==> config.mk <==
export PLATFORM = sky130hd
export DESIGN_NAME = config_arbiter
export DESIGN_NICKNAME = d
export VERILOG_FILES = /design/src/rtl/config_arbiter.sv
export SDC_FILE = /design/constraint.sdc
export NUM_CORES = 1
export LEC_CHECK = 0
export CORE_ASPECT_RATIO = 0.6
export CORE_MARGIN = 8
export CORE_UTILIZATION = 38
export CTS_BUF_LIST = sky130_fd_sc_hd__clkbuf_16
export CTS_CLUSTER_DIAMETER = 80
export DETAILED_ROUTE_END_ITERATION = 8
export PLACE_DENSITY = 0.88
export SLEW_MARGIN = 20
export SYNTH_ARGS = -nofsm -noshare
export SYNTH_HDL_FRONTEND = slang
export SYNTH_SLANG_ARGS = --single-unit
==> constraint.sdc <==
create_clock -name clk -period 6.3 [get_ports clk]
set_input_delay 0.945 -clock clk [delete_from_list [all_inputs] [get_ports clk]]
set_output_delay 0.945 -clock clk [all_outputs]
set_load 0.02 [all_outputs]
==> src/rtl/config_arbiter.sv <==
// config_arbiter: round-robin arbiter sharing the internal config-unit port
// between NREQ requesters. The winner is registered onto config_unit_*, and the
// bank response from the following cycle is routed back to that requester.
// Optional feature macro: CONFIG_ARB_GAP_EN inserts one idle cycle after every
// MAX_BURST consecutive issues, which lets OCP commands reach the bus.
module config_arbiter #(
    parameter int unsigned NREQ      = 3,
    parameter int unsigned MAX_BURST = 4
) (
    input  logic                 clk,
    input  logic                 reset,
    input  logic [NREQ-1:0]      req_en,
    input  logic [NREQ-1:0]      req_wr,
    input  logic [14*NREQ-1:0]   req_addr,
    input  logic [32*NREQ-1:0]   req_wdata,
    output logic [NREQ-1:0]      req_ack,
    output logic [NREQ-1:0]      resp_valid,
    output logic [31:0]          resp_rdata,
    output logic                 resp_error,
    output logic                 config_unit_en,
    output logic                 config_unit_wr,
    output logic [13:0]          config_unit_addr,
    output logic [31:0]          config_unit_wdata,
    input  logic [31:0]          cfg_rdata,
    input  logic                 cfg_error
);

    localparam int unsigned IDW = $clog2(NREQ);

    if (NREQ < 2 || NREQ > 8 || MAX_BURST < 1 || MAX_BURST > 15) begin : g_param_check
        $error("config_arbiter: NREQ or MAX_BURST out of range");
    end

    typedef enum logic {RUN, GAP} state_t;

    state_t           state_q, state_d;
    logic [IDW-1:0]   last_grant, winner, pend_id, rsp_id;
    logic             found, issue, rsp_pend;
    logic             sel_wr;
    logic [13:0]      sel_addr;
    logic [31:0]      sel_wdata;

    // Round-robin search starting just above the last grant, plus winner's fields.
    always_comb begin
        int unsigned idx;
        idx       = 0;
        found     = 1'b0;
        winner    = last_grant;
        sel_wr    = 1'b0;
        sel_addr  = '0;
        sel_wdata = '0;
        for (int unsigned off = 1; off <= NREQ; off++) begin
            idx = (32'(last_grant) + off) % NREQ;
            if (!found && req_en[IDW'(idx)]) begin
                found  = 1'b1;
                winner = IDW'(idx);
            end
        end
        for (int unsigned i = 0; i < NREQ; i++) begin
            if (winner == IDW'(i)) begin
                sel_wr    = req_wr[i];
                sel_addr  = req_addr[i*14 +: 14];
                sel_wdata = req_wdata[i*32 +: 32];
            end
        end
    end

`ifdef CONFIG_ARB_GAP_EN
    logic [3:0] burst_cnt, burst_d;

    // Next state and burst count: a forced GAP follows MAX_BURST back-to-back issues.
    always_comb begin
        state_d = state_q;
        burst_d = '0;
        issue   = 1'b0;
        case (state_q)
            RUN: begin
                issue = found;
                if (found) begin
                    burst_d = burst_cnt + 4'd1;
                    if (burst_d == 4'(MAX_BURST)) begin
                        state_d = GAP;
                    end
                end
            end
            GAP:     state_d = RUN;
            default: state_d = RUN;
        endcase
    end

    // Burst counter register.
    always_ff @(posedge clk or negedge reset) begin
        if (!reset) begin
            burst_cnt <= '0;
        end else begin
            burst_cnt <= burst_d;
        end
    end
`else
    // Next state: without the gap feature the arbiter issues whenever anyone asks.
    always_comb begin
        state_d = RUN;
        issue   = 1'b0;
        case (state_q)
            RUN:     issue = found;
            default: issue = 1'b0;
        endcase
    end
`endif

    // Combinational one-hot grant, forced low while reset is held.
    always_comb begin
        req_ack = '0;
        if (reset && issue) begin
            req_ack = NREQ'(1) << winner;
        end
    end

    // FSM state, registered command and the id/valid pipeline for the response.
    always_ff @(posedge clk or negedge reset) begin
        if (!reset) begin
            state_q           <= RUN;
            last_grant        <= IDW'(NREQ - 1);
            pend_id           <= '0;
            rsp_id            <= '0;
            rsp_pend          <= 1'b0;
            config_unit_en    <= 1'b0;
            config_unit_wr    <= 1'b0;
            config_unit_addr  <= '0;
            config_unit_wdata <= '0;
        end else begin
            state_q        <= state_d;
            config_unit_en <= issue;
            rsp_pend       <= config_unit_en;
            rsp_id         <= pend_id;
            if (issue) begin
                last_grant        <= winner;
                pend_id           <= winner;
                config_unit_wr    <= sel_wr;
                config_unit_addr  <= sel_addr;
                config_unit_wdata <= sel_wdata;
            end
        end
    end

    // Response routing: bank data arrives the cycle after config_unit_en.
    always_comb begin
        resp_valid = '0;
        resp_rdata = '0;
        resp_error = 1'b0;
        if (rsp_pend) begin
            resp_valid = NREQ'(1) << rsp_id;
            resp_rdata = cfg_rdata;
            resp_error = cfg_error;
        end
    end

endmodule
==> results.md <==
- Status: finished clean
- Die ar.: 13100 um^2
- Area growth syn-to-layout: 78.8%
- Initial core utilization: 39.5%
- Wire per inst: 20.0 um
- Fmax: 209 MHz
- Mapped cell area: 3650 um^2
- Cells after Synth: 368
- CP max FO: 30
- CTS resizes: 0
- Initial antenna violation count: 0
- Clk buf depth: 2
- Post-synth top area share: 36.3%
- Critical Path Slowest Stage Cell: clkdlybuf4s50_1
- Yosys warning total: 0
- Vias per Instance: 5.25
- Cts bufs inserted: 5
- CTS Root Buffer Type: clkbuf_16
- Post-synth EDFFs: 0
- Vias in the first global route: 4080
- Routability congestion estimate from global placement: 0.933
- HPWL after DPL: 11800 um
- Syn avg cell area: 9.92 um^2
- # rows: 27
- Leakage: 2.69 nW
- Final antenna diode count: 0
- Kind of critical path: input port to primary output
- CP most frequent cell: clkdlybuf4s50_1
- Worst vdd ir: 0.280 mV
- Worst skew pair latency: 0.29 ns
- Residual overflow from global routing: 0
- Routed via count: 3887
- Filler cell count: 674
- Tcrit/Tclk final: 75.8%
- Worst-Margin Slew: 0.802 ns
- Seq/Total Area, Yosys: 37.0%
- GR Util All Layers: 22.1%
- Slew Viols, Final: 0
- Commonest non-fill, non-tap cell in the layout: clkdlybuf4s50_1
- WP data required: 5.35 ns
- Core area: 9260 um^2
- Post-synth top flop: dfrtp_1
- Worst-path cell chain: clkdlybuf4s50_1 > nor4bb_1 > a2111oi_2 > a31oi_4 > buf_4 > inv_2 > nor4_1 > clkdlybuf4s50_1
- Drt total wl: 14800 um
- Netlist cell types: 41
- Hold_buf cts: 0
- Setup tns final: 0 ns
- Worst Skew: 0.00519 ns
- Highest-count cells in the layout ignoring fill and taps: 264 x clkdlybuf4s50_1, 53 x dfrtp_1, 51 x nand2_1, 49 x mux2i_1, 48 x o211ai_1
- IO Pins: 266
- Die W: 143 um
- Pin count of the biggest net entering global routing: 96
- Cell taking the most area after synthesis: dfrtp_1
- CTS tree: yes
- TritonCTS Sinks: 54
- First-pass GRT wire length: 23200 um
- First drt pass iteration count: 4
- NumNets Final: 790
- Setup-failing EPs final: 0
- Final cell utilization of the core: 70.6%
- Async set-reset flop share out of synthesis: 100%
- H-tree depth: 2
- Critical path launch point type: input port
- Tmin final: 4.78 ns
- Post-CTS Setup Bufs: 0
- Synth area leaders: dfrtp_1 36%, mux2i_1 13%, or4b_1 13%, o211ai_1 9.9%, and2_1 5.8%
- DRC: 0
- Max-Cap Viols: 0
- HP Class: flop to flop
- Starting DRT DRC Count: 135
- Synth Register Bits: 54
- Layout cells sized above 1: 4.59%
- Worst Path Arrival: 3.83 ns
- Routed Antenna Nets: 0
- Max incr delay on CP: 0.70 ns
- Worst Setup End Kind: primary output
- Syn_nets: 549
- Slew headroom: 46.5%
- Power per cell area: 497 nW/um^2
- Input/output buffers: 265
- Unrepaired setup endpoints after global routing: no
- CTS clk-pin slew, worst paths: 0.07 ns
- Final Hold Violating Endpoints: 0
- Die height: 91.9 um
[area by class of cell]
class                   count  area [um^2]  area share, %
clock buffers               5          125           1.92
clock inverters             3         40.0          0.613
inverters                   5         18.8          0.287
multi-input cells         270         2100           32.1
flip-flops and latches     54         1350           20.7
well taps                 130          163           2.49
repair buffers            273         2740           41.9
[per-layer routing]
layer  wire length (um)  part of all wire [%]  GRT usage (%)
met3               1500                    10           7.92
met1               6050                    41           26.5
met2               7070                    48           37.9
met4                203                   1.4           4.05
met5                  0                     0              0
[cells by family after synthesis]
group           Yosys count  share of synthesized area (%)
compound gates           63                           13.7
fa+ha+maj                 3                          0.993
buf+inv                  44                           6.54
flops                    54                           37.0
mux                      49                           13.4
simple gates            155                           28.3
[per-stage QoR]
stage	power, mW	worst slack (ns)	cells	area [um^2]	hold WS (ns)
finish	3.24	1.52	740	6530	0.382
CTS	3.27	1.50	740	6530	0.384
floorplan	2.07	2.48	368	3650	0.354
global placement	2.81	1.60	730	6320	0.360
detailed placement	2.95	1.52	732	6370	0.369
global route	3.47	1.33	740	6530	0.410
[critical path: cells and delay by family]
family | cells | cell delay [ns]
simple gates | 2 | 0.65
compound gates | 2 | 0.32
buf+inv | 4 | 1.91
[state kept, by name, indices dropped and copies added, names as in the netlist]
signal,count
pend_id,1
config_unit_wdata,32
config_unit_wr,1
config_unit_addr,14
rsp_pend,1
config_unit_en,1
last_grant,2
rsp_id,2
[synthesized netlist by cell type, types with 3 or more instances]
cell type	instances
and2_1	34
buf_2	11
buf_4	3
buf_6	5
clkbuf_1	19
dfrtp_1	53
inv_1	4
mux2i_1	49
nand2_1	51
nand2b_1	3
nor2_1	4
nor2b_1	3
nor3_1	3
o211ai_1	48
or4b_1	47
[final timing paths]
kind / startpoint / endpoint / slack, ns / cells past startpoint
worst min register to register: config_unit_en / rsp_pend / 0.38 / 0
worst max register to register: last_grant[0] / config_unit_wdata[27] / 3.11 / 10
min in group asynchronous: reset / config_unit_wdata[13] / 0.79 / 2
worst max-delay path: req_en[1] / req_ack[1] / 1.52 / 8
worst min-delay path: config_unit_en / rsp_pend / 0.38 / 0
max in group asynchronous: reset / config_unit_addr[2] / 5.02 / 2
[where the power goes]
part | internal (mW) | switching (mW)
clock network | 0.186 | 0.124
registers | 0.542 | 0.117
logic | 1.05 | 1.22
total | 1.78 | 1.46
Note: power is estimated with default switching activity, not from simulation.
